--- src/rtl/tcam_mode_sched.sv ---
// -----------------------------------------------------------------------------
// tcam_mode_sched
// Shares one TCAM Mem block between a host configuration port (write, read,
// re-init) and a spike-packet stream (fire). After reset, and on a host re-init,
// it replays the Mem power-up sequence: MODE_RST is held for RST_CYCLES clock edges.
// It arbitrates the two requesters. It drives Mem's MODE/Data_In/Mskb_In/
// A_In/PacketID_In from registers, and returns read data on a one-cycle strobe.
//
// Ports
//   clk, rst_n                      clock (rising edge), async active-low reset
//   host_valid/host_ready           host request handshake
//   host_op                         00 write, 01 read, 10 reserved, 11 re-init
//   host_addr/data/mskb/dcs/vbe/vbi host request payload
//   pkt_valid/pkt_ready/pkt_id      spike packet handshake and ID
//   rd_valid, rd_data               read response strobe and held data
//   err                             one-cycle pulse on an accepted reserved op
//   busy                            scheduler not idle
//   mem_mode .. mem_vbi             registered Mem controls
//   mem_do                          Mem read data (valid the cycle after MODE_R)
//   fire_cnt                        FIRE cycle counter (optional, see below)
//
// Optional feature: define TCAM_SCHED_FIRE_CNT_EN to add the 16-bit fire_cnt
// output. It counts FIRE cycles, wraps, and clears on reset and on re-init.
// -----------------------------------------------------------------------------
module tcam_mode_sched #(
  parameter int ID_Width    = 4,
  parameter int AddressSize = 4,
  parameter int Bits        = 8,
  parameter int RST_CYCLES  = 2,
  parameter int HOST_BURST  = 4
) (
  input  logic                   clk,
  input  logic                   rst_n,
  input  logic                   host_valid,
  output logic                   host_ready,
  input  logic [1:0]             host_op,
  input  logic [AddressSize-1:0] host_addr,
  input  logic [Bits-1:0]        host_data,
  input  logic [Bits-1:0]        host_mskb,
  input  logic                   host_dcs,
  input  logic                   host_vbe,
  input  logic                   host_vbi,
  input  logic                   pkt_valid,
  output logic                   pkt_ready,
  input  logic [ID_Width-1:0]    pkt_id,
  output logic                   rd_valid,
  output logic [Bits-1:0]        rd_data,
  output logic                   err,
  output logic                   busy,
  output logic [2:0]             mem_mode,
  output logic [ID_Width-1:0]    mem_packet_id,
  output logic [Bits-1:0]        mem_data,
  output logic [Bits-1:0]        mem_mskb,
  output logic [AddressSize-1:0] mem_a,
  output logic                   mem_dcs,
  output logic                   mem_vbe,
  output logic                   mem_vbi,
  input  logic [Bits-1:0]        mem_do
`ifdef TCAM_SCHED_FIRE_CNT_EN
  ,
  output logic [15:0]            fire_cnt
`endif
);

  localparam int RCW = $clog2(RST_CYCLES + 1);
  localparam int BCW = $clog2(HOST_BURST + 1);

  localparam logic [2:0] MODE_I   = 3'b000;
  localparam logic [2:0] MODE_W   = 3'b001;
  localparam logic [2:0] MODE_R   = 3'b010;
  localparam logic [2:0] MODE_F   = 3'b011;
  localparam logic [2:0] MODE_RST = 3'b101;

  typedef enum logic [2:0] {
    S_RSTSEQ, S_IDLE, S_WR, S_RD, S_RDCAP, S_FIRE
  } state_t;

  state_t                 state_q, state_d;
  logic [RCW-1:0]         rst_cnt_q, rst_cnt_d;
  logic [BCW-1:0]         burst_cnt_q, burst_cnt_d;
  logic [2:0]             mem_mode_q, mem_mode_d;
  logic [ID_Width-1:0]    mem_packet_id_q, mem_packet_id_d;
  logic [Bits-1:0]        mem_data_q, mem_data_d;
  logic [Bits-1:0]        mem_mskb_q, mem_mskb_d;
  logic [AddressSize-1:0] mem_a_q, mem_a_d;
  logic                   mem_dcs_q, mem_dcs_d;
  logic                   mem_vbe_q, mem_vbe_d;
  logic                   mem_vbi_q, mem_vbi_d;
  logic                   rd_valid_q, rd_valid_d;
  logic [Bits-1:0]        rd_data_q, rd_data_d;
  logic                   err_q, err_d;
  logic                   busy_q, busy_d;
  logic                   grant_host;

  // Host wins a tie unless it has already taken HOST_BURST grants in a row
  // while a packet was waiting.
  always_comb begin
    grant_host = host_valid & ~(pkt_valid & (burst_cnt_q == BCW'(HOST_BURST)));
    host_ready = (state_q == S_IDLE) & grant_host;
    pkt_ready  = (state_q == S_IDLE) & pkt_valid & ~grant_host;
  end

  always_comb begin
    state_d         = state_q;
    rst_cnt_d       = rst_cnt_q;
    mem_mode_d      = MODE_I;
    mem_packet_id_d = '0;
    mem_data_d      = '0;
    mem_mskb_d      = '0;
    mem_a_d         = '0;
    mem_dcs_d       = 1'b0;
    mem_vbe_d       = 1'b0;
    mem_vbi_d       = 1'b0;
    rd_valid_d      = 1'b0;
    rd_data_d       = rd_data_q;
    err_d           = 1'b0;

    case (state_q)
      S_RSTSEQ: begin
        if (rst_cnt_q == RCW'(RST_CYCLES - 1)) begin
          state_d   = S_IDLE;
          rst_cnt_d = '0;
        end else begin
          mem_mode_d = MODE_RST;
          rst_cnt_d  = rst_cnt_q + 1'b1;
        end
      end
      S_IDLE: begin
        if (host_ready) begin
          case (host_op)
            2'b00: begin
              state_d    = S_WR;
              mem_mode_d = MODE_W;
              mem_a_d    = host_addr;
              mem_data_d = host_data;
              mem_mskb_d = host_mskb;
              mem_dcs_d  = host_dcs;
              mem_vbe_d  = host_vbe;
              mem_vbi_d  = host_vbi;
            end
            2'b01: begin
              state_d    = S_RD;
              mem_mode_d = MODE_R;
              mem_a_d    = host_addr;
              mem_dcs_d  = host_dcs;
              mem_vbe_d  = host_vbe;
            end
            2'b10: err_d = 1'b1;
            default: begin
              state_d    = S_RSTSEQ;
              rst_cnt_d  = '0;
              mem_mode_d = MODE_RST;
            end
          endcase
        end else if (pkt_ready) begin
          state_d         = S_FIRE;
          mem_mode_d      = MODE_F;
          mem_packet_id_d = pkt_id;
        end
      end
      S_RD:    state_d = S_RDCAP;
      S_RDCAP: begin
        // Mem data is valid in the cycle after MODE_R was presented.
        state_d    = S_IDLE;
        rd_data_d  = mem_do;
        rd_valid_d = 1'b1;
      end
      S_WR, S_FIRE: state_d = S_IDLE;
      default: begin
        state_d    = S_RSTSEQ;
        rst_cnt_d  = '0;
        mem_mode_d = MODE_RST;
      end
    endcase

    if (!pkt_valid || pkt_ready) begin
      burst_cnt_d = '0;
    end else if (host_ready && (burst_cnt_q != BCW'(HOST_BURST))) begin
      burst_cnt_d = burst_cnt_q + 1'b1;
    end else begin
      burst_cnt_d = burst_cnt_q;
    end

    // busy is registered from the next state so that it reads 0 while rst_n is
    // held low and otherwise tracks state != IDLE.
    busy_d = (state_d != S_IDLE);
  end

  always_ff @(posedge clk or negedge rst_n) begin
    if (!rst_n) begin
      state_q         <= S_RSTSEQ;
      rst_cnt_q       <= '0;
      burst_cnt_q     <= '0;
      mem_mode_q      <= MODE_RST;
      mem_packet_id_q <= '0;
      mem_data_q      <= '0;
      mem_mskb_q      <= '0;
      mem_a_q         <= '0;
      mem_dcs_q       <= 1'b0;
      mem_vbe_q       <= 1'b0;
      mem_vbi_q       <= 1'b0;
      rd_valid_q      <= 1'b0;
      rd_data_q       <= '0;
      err_q           <= 1'b0;
      busy_q          <= 1'b0;
    end else begin
      state_q         <= state_d;
      rst_cnt_q       <= rst_cnt_d;
      burst_cnt_q     <= burst_cnt_d;
      mem_mode_q      <= mem_mode_d;
      mem_packet_id_q <= mem_packet_id_d;
      mem_data_q      <= mem_data_d;
      mem_mskb_q      <= mem_mskb_d;
      mem_a_q         <= mem_a_d;
      mem_dcs_q       <= mem_dcs_d;
      mem_vbe_q       <= mem_vbe_d;
      mem_vbi_q       <= mem_vbi_d;
      rd_valid_q      <= rd_valid_d;
      rd_data_q       <= rd_data_d;
      err_q           <= err_d;
      busy_q          <= busy_d;
    end
  end

  assign mem_mode      = mem_mode_q;
  assign mem_packet_id = mem_packet_id_q;
  assign mem_data      = mem_data_q;
  assign mem_mskb      = mem_mskb_q;
  assign mem_a         = mem_a_q;
  assign mem_dcs       = mem_dcs_q;
  assign mem_vbe       = mem_vbe_q;
  assign mem_vbi       = mem_vbi_q;
  assign rd_valid      = rd_valid_q;
  assign rd_data       = rd_data_q;
  assign err           = err_q;
  assign busy          = busy_q;

`ifdef TCAM_SCHED_FIRE_CNT_EN
  logic [15:0] fire_cnt_q;

  always_ff @(posedge clk or negedge rst_n) begin
    if (!rst_n) begin
      fire_cnt_q <= '0;
    end else if (host_ready && (host_op == 2'b11)) begin
      fire_cnt_q <= '0;
    end else if (state_q == S_FIRE) begin
      fire_cnt_q <= fire_cnt_q + 16'd1;
    end
  end

  assign fire_cnt = fire_cnt_q;
`endif

endmodule

--- config.mk ---
export PLATFORM = sky130hd
export DESIGN_NAME = tcam_mode_sched
export DESIGN_NICKNAME = d
export VERILOG_FILES = /design/src/rtl/tcam_mode_sched.sv
export SDC_FILE = /design/constraint.sdc
export NUM_CORES = 1
export LEC_CHECK = 0
export ABC_AREA = 1
export CORE_UTILIZATION = 40
export CTS_BUF_LIST = sky130_fd_sc_hd__clkbuf_2
export CTS_CLUSTER_DIAMETER = 80
export DETAILED_ROUTE_END_ITERATION = 7
export PLACE_DENSITY = 0.76
export SYNTH_ARGS = -nofsm -noshare
export SYNTH_HDL_FRONTEND = slang
export SYNTH_SLANG_ARGS = --single-unit
--- constraint.sdc ---
create_clock -name clk -period 2.66 [get_ports clk]
set_input_delay 0.798 -clock clk [delete_from_list [all_inputs] [get_ports clk]]
set_output_delay 0.798 -clock clk [all_outputs]
set_load 0.02 [all_outputs]
Yosys cells after proc, flatten, opt, wreduce, memory -nomap -nowiden
Cells that the tools add are included.
{ "word_totals": {"reg_bits": 49, "inputBits": 41, "output_inout_bits": 43, "word_cells": 90} }
{ "classes": {"add_sub_neg": 2, "n_eq_ne": 13, "mux": 41, "bitwise": 8, "reduce_logical": 11} }
{ "ops": {"columns": ["operator", "count"], "rows": [
  ["$mux W8", 6],
  ["$pmux W3 S3", 3],
  ["$mux W4", 6],
  ["$mux W3", 7],
  ["$mux W1", 13],
  ["$pmux W3 S4", 1],
  ["$eq A3 B3 Y1 const B", 3],
  ["$mux W2", 4],
  ["$eq A3 B2 Y1 const B", 2],
  ["$pmux W2 S3", 1],
  ["$reduce_or A3 Y1", 2],
  ["$and A1 B1 Y1", 5],
  ["$eq A2 B1 Y1 const B", 2],
  ["$ne A2 B2 Y1 const B", 2],
  ["$reduce_or A4 Y1", 1],
  ["$add A3 B1 Y3 const B", 1],
  ["$eq A3 B1 Y1 const B", 1],
  ["$logic_not A3 Y1", 1],
  ["$ne A3 B1 Y1 const B", 1],
  ["$ne A3 B3 Y1 const B", 1],
  ["$not A1 Y1", 3],
  ["$reduce_and A3 Y1", 1],
  ["$add A2 B1 Y2 const B", 1],
  ["$eq A2 B2 Y1 const B", 1],
  ["6 further kinds", 6]
]} }

Depth between registers and ports, before layout
Gate-level depths: netlist of the first run.
{ "depth": {"ltp_word": 10, "mapped_depth": 9, "mapped_depth_nobuf": 9} }

Least setup slack after synthesis of the first run
OpenSTA, ideal clock, no wires.
{ "synth_timing": {"path_kind": "input to output", "start": "input pkt_valid", "end": "output host_ready", "arrival_time_ns": 1.392, "required_ns": 1.862, "path_slack_ns": 0.470, "stages": 3, "n_path_buf": 0, "path_cell_list": "nand3_1 -> nand2_1 -> nor2_1"} }
{ "synth_between": {"elab_chain_cells": 4} }
{ "synth_rtl": {"columns": ["element", "line_no", "text"], "rows": [
  ["start: declaration", "43", "input logic pkt_valid,"],
  ["$and A1 B1 Y1", "98", "grant_host = host_valid & ~(pkt_valid & (burst_cnt_q == BCW'(HOST_BURST)));"],
  ["$not A1 Y1", "98", null],
  ["$and A1 B1 Y1", "98", null],
  ["$and A1 B1 Y1", "99", "host_ready = (state_q == S_IDLE) & grant_host;"],
  ["end: declaration", "35", "output logic host_ready,"]
]} }
No other way between the ends.

Final worst setup path of the first run
{ "layout_timing": {"start": "input host_valid", "end": "output pkt_ready"} }
{ "layout_between": {"elab_chain_cells": 3} }
{ "layout_rtl": {"columns": ["element", "line_no", "text"], "rows": [
  ["start: declaration", "34", "input logic host_valid,"],
  ["$and A1 B1 Y1", "98", null],
  ["$not A1 Y1", "100", "pkt_ready = (state_q == S_IDLE) & pkt_valid & ~grant_host;"],
  ["$and A1 B1 Y1", "100", null],
  ["end: declaration", "44", "output logic pkt_ready,"]
]} }
No other way between the ends.

==> results of run 1 <==
## flip-flops by register name (all words and copies together), names as in the netlist, 2 cells and up
register / flops
mem_data: 8
rst_cnt_q: 2
mem_mskb: 8
rd_data: 8
mem_mode: 3
mem_packet_id: 4
burst_cnt_q: 3
state_q: 3
mem_a: 4
## per-stage QoR
stage	power (mW)	worst slack (ps)	hold slack [ps]	util
after detailed placement	1.889	-412.9	464.1	0.6167
final	2.163	207.7	286.9	0.6267
after global routing	2.307	139.1	278.7	0.6267
after floorplan	1.469	469.7	441.9	-
after CTS	2.187	26.74	271.1	0.6248
after global placement	1.867	-387.2	454.2	0.6167
## critical path, cell delays in order
cell and delay (ps):
clkdlybuf4s50_1 490, nand2_2 80, nand3_2 80, inv_1 50
buf_4 150
## final timing paths
kind	start	to	cells after the start	slack [ps]
max	host_valid	pkt_ready	5	210
min	rst_n	rd_data[2]$_DFFE_PN0P_	2	290
max reg2reg	burst_cnt_q[0]$_DFFE_PN0P_	busy$_DFF_PN0_	10	1050
min reg2reg	rd_data[2]$_DFFE_PN0P_	rd_data[2]$_DFFE_PN0P_	2	520
max in group asynchronous	rst_n	mem_mode[2]$_DFF_PN1_	2	1980
min in group clk	rd_data[2]$_DFFE_PN0P_	rd_data[2]$_DFFE_PN0P_	2	520
## power breakdown
group	internal (mW)	total, mW	switching [mW]
Sequential	0.895	0.968	0.0734
Combinational	0.396	0.895	0.500
Clock	0.0726	0.300	0.227
Total	1.36	2.16	0.800
## metal layers
metal | up-vias | track usage | share of wire
met2 | 59 | 0.3053 | 0.49
met5 | - | 0 | 0
li1 | 856 | - | -
met4 | 0 | 0.05229 | 0.012
met1 | 779 | 0.2000 | 0.43
met3 | 5 | 0.04558 | 0.066
## cells by family after synthesis
kind of cell	count (synthesis)
flops	49
simple gates	134
fa+ha+maj	6
compound gates	4
xor+xnor	1
buf+inv	28
## final cells by class
class	instances	area [sq um]	area share
Inverter	23	86.33	0.02879
Tap cell	67	83.83	0.02795
Clock buffer	7	35.03	0.01168
Multi-Input combinational cell	145	669.4	0.2232
Timing Repair Buffer	92	888.4	0.2962
Clock inverter	1	7.507	0.002503
Sequential cell	49	1229	0.4097
## Yosys cell counts, types with 2 or more instances
cell type and n:
nor2_1 36, inv_1 19, nand3_2 2, ha_1 6
buf_4 2, o21ai_0 2, dfrtp_1 47, nand2_1 77
dfstp_2 2, nand3_1 16, inv_2 4
## timing repair
action                                  in CTS  in global routing
pin swaps                                    0                  1
endpoints found under the setup margin       2                  2
gates resized for setup                      7                  6
==> metrics.txt, run 1 <==
Site Rows 25; nets@finish 363; endpoints failing setup 0; Antenna Cells 0; Hold Vio Cnt, Final 0; Detailed Place HPWL 3122 um; Mapped Cells 222; setup TNS 0 ps; vias in the first global route 1,616; GPL Wtd Cong 0.7483; Boundary Pins 84; simple-gate area share of the yosys netlist 0.2746; clk_skew 25.69 ps; Avg Inst Size Synth 9.051 sq um; Post-synth EDFFs 0; VDD IR max 0.0003768 V; Avg Vias per Cell 4.424; Yosys Warn Count 0; Clock Sinks 49; GRT overflow 0; DRC viols 0; Detail Route Antenna Nets 0; syn nets 269; Initial Utilization 0.4199; DIE AREA 5311 sq um; DP Area 2952 sq um; Synth Area in Compound Gates 0.01183; maximum root-to-sink buffer count 2; Area growth syn-to-layout 49.25%; top cell type by total area after synthesis dfrtp_1; Buffers on Ports 83; RSZ-0062 raised after global routing no; Worst EP required 1860 ps; post-CTS setup buffers 0; Pleak 1.516 nW; Data arrival, critical path 1650 ps; crit end category primary output; Startpoint Class primary input; async set-reset flop share out of synthesis 1.000; Non-Filler Instances 384; first-pass GRT wire length 6962 um; final slew viol count 0; mux contribution to synthesized area 0; crit-path max FO 3; CTS tree built; drt first-iter violations 38; fin area 2999 sq um; top cells by area, synth dfrtp_1 59%, nand2_1 14%, nor2_1 6.7%, nand3_1 4.0%, ha_1 3.7%; total number of vias 1,699; filler cell count 423; share of cells above drive strength 1 0.1041; Synth cell types 20; core area 4786 sq um; highest clock rate 407.8 MHz; Wirelength per Cell 10.97 um; die extent in y 72.88 um; Yosys reg bits 49; sequential element share of the synthesized area 0.6115; Worst Hold Class primary input to async pin; run status finished clean; Die Width 72.88 um; total track usage 0.1708; Yosys top cell area share 0.5853; Netlist Area Pre-Place 2009 sq um; Max Cap Viol 0; Clock transition at path regs 250 ps; largest family of logic cells by synthesized area simple AND/OR/NAND/NOR gates; detailed-route wire length 4211 um; placed insts 376; Worst-Margin Slew 364.6 ps; Adder-Cell Fraction of Synth Area 0.03736; initial antenna violation count 0; Most used DFF post-synth dfrtp_1; most common library cell in the layout ignoring fill and taps clkdlybuf4s50_1; most frequent cells in the layout 79 x clkdlybuf4s50_1, 76 x nand2_1, 47 x dfrtp_1; Num CTS Buffers 5; Tmin final 2452 ps; Post-CTS Hold Fix Bufs 0; critical path class primary input to primary output; # H-tree levels 2; XOR/XNOR Fraction of Synth Area 0.004359; root buffer cell clkbuf_2; largest net degree at the start of global routing 31; Rel. slew slack 0.7569; P per Cell Area 721.3 nW/um^2; Tcrit/Tclk final 0.9219; drt first pass iters 4; clock latency at the later pin of the worst-skew pair 420 ps
No activity file was read; power rests on OpenSTA's default activity.
==> inputs of run 2 (changes only) <==
Settings changed: CELL_PAD_IN_SITES_DETAIL_PLACEMENT set to 1, CELL_PAD_IN_SITES_GLOBAL_PLACEMENT set to 2, CORE_UTILIZATION 40 to 27, GPL_ROUTABILITY_DRIVEN set to 0, PLACE_DENSITY 0.76 to unset, PLACE_DENSITY_LB_ADDON set to 0.1, SKIP_LAST_GASP set to 1.
==> run 2 against run 1 <==
Cell area is 1.1% higher. Non-clock buffer count fell by 3. Global-route usage shrank 3.0 points. Clock-buffer cell count down 2. Critical path depth decreased by 1. Cell count up 7.6%. Via count is 1.9% higher. Clock skew rose by 8.5 ps. Fmax is 2.8% lower. Power rose by 0.91%. Hold slack worse by 3.5 ps. Critical path type unchanged. Largest cell class unchanged.
==> metrics.txt, run 2 (synthesis results as in run 1) <==
final hold slack 283.4 ps; Wirelength per Cell 12.42 um; clock latency at the later pin of the worst-skew pair 450 ps; Rel. slew slack 0.7989; Post-CTS Hold Fix Bufs 0; largest net degree at the start of global routing 50; post-CTS setup buffers 0; Tcrit/Tclk final 0.9483; VDD IR max 0.0002292 V; Startpoint Class primary input; die extent in y 88.27 um; Seq pwr share 0.445; Clock Sinks 49; CTS tree built; Area growth syn-to-layout 50.93%; Detail Route Antenna Nets 0; Clock transition at path regs 280 ps; endpoints failing setup 0; Pleak 1.502 nW; critical path class primary input to primary output; Avg Vias per Cell 4.194; crit end category primary output; nets@finish 360; initial antenna violation count 0; Worst-Margin Slew 301.0 ps; share of cells above drive strength 1 0.09873; core area 7214 sq um; combinational share of power 0.408; filler cell count 881; area of the multi-input gates 669.4 sq um; Tmin final 2522 ps; Initial Utilization 0.2785; DRC viols 0; Antenna Cells 0; Num CTS Buffers 5; drt first-iter violations 68; total number of vias 1,732; Boundary Pins 84; vias in the first global route 1,742; DIE AREA 7792 sq um; most common library cell in the layout ignoring fill and taps clkdlybuf4s50_1; register area 1229 sq um; RSZ-0062 raised after global routing no; final slew viol count 0; final core utilization 0.4204; drt first pass iters 3; clk_skew 34.19 ps; total track usage 0.1412; GRT overflow 0; crit-path max FO 4; Max Cap Viol 0; Site Rows 31; most frequent cells in the layout 79 x clkdlybuf4s50_1, 76 x nand2_1, 47 x dfrtp_1; run status finished clean; detailed-route wire length 5130 um; Die Width 88.27 um; Int Pwr 1.346 mW; maximum root-to-sink buffer count 2; Worst EP required 1860 ps; Hold Vio Cnt, Final 0; Detailed Place HPWL 3686 um; root buffer cell clkbuf_2; Worst Hold Class primary input to async pin; Buffers on Ports 83; Data arrival, critical path 1720 ps; P per Cell Area 719.8 nW/um^2; highest clock rate 396.5 MHz; switching part of the total power 0.3833; Clock Power Share 0.147; first-pass GRT wire length 8335 um; Net Sw Power 0.8367 mW; # H-tree levels 2
-- run 2: layout make-up --
class | instances | share of cell area
Clock buffer | 5 | 0.008251
Clock inverter | 3 | 0.007013
Inverter | 23 | 0.02847
Multi-Input combinational cell | 145 | 0.2207
Sequential cell | 49 | 0.4051
Tap cell | 99 | 0.04084
Timing Repair Buffer | 89 | 0.2896
-- run 2: layer usage --
layer,up-vias,GRT usage,routed length [um]
met5,-,0,0
met4,0,0.04985,65
met3,6,0.04944,369
met2,51,0.2322,2414
met1,824,0.1721,2280
li1,851,-,-
-- run 2: power groups by stage --
stage | Sequential [mW] | Clock [mW] | Combinational, mW
floorplan | 1.12 | 0 | 0.345
detailed placement | 0.987 | 0 | 0.914
finish | 0.970 | 0.321 | 0.892
global route | 0.989 | 0.370 | 0.996
global placement | 0.981 | 0 | 0.907
CTS | 0.973 | 0.345 | 0.911
-- run 2: worst paths after layout --
kind                                       startpoint                     end  slack [ps]  cells past startpoint
setup reg to reg           burst_cnt_q[0]$_DFFE_PN0P_          busy$_DFF_PN0_        1030                     10
max in group asynchronous                       rst_n   mem_mode[0]$_DFF_PN1_        2080                      2
hold / removal                                  rst_n  rd_data[3]$_DFFE_PN0P_         280                      2
hold reg to reg                rd_data[4]$_DFFE_PN0P_  rd_data[4]$_DFFE_PN0P_         510                      2
min in group clk               rd_data[4]$_DFFE_PN0P_  rd_data[4]$_DFFE_PN0P_         510                      2
setup / recovery                           host_valid              host_ready         140                      4
-- run 2: worst max-delay path: stages --
cell and delay [ps]:
clkdlybuf4s50_1 510, nand2_2 90, nor2_2 140, buf_2 190
-- run 2: what timing repair did --
item | in CTS | in global routing
gates resized for setup | 9 | 5
pin swaps | 0 | 1
endpoints found under the setup margin | 2 | 2
-- run 2: stage by stage --
stage | setup slack (ps) | setup TNS (ps) | std cells | instance area (sq um) | power (mW)
finish | 137.6 | 0 | 413 | 3033 | 2.183
global route | 51.42 | 0 | 413 | 3033 | 2.355
CTS | -29.10 | -29.10 | 413 | 3020 | 2.230
detailed placement | -446.7 | -881.6 | 405 | 2982 | 1.900
global placement | -438.3 | -844.2 | 405 | 2982 | 1.888
floorplan | 469.7 | 0 | 222 | 2009 | 1.469
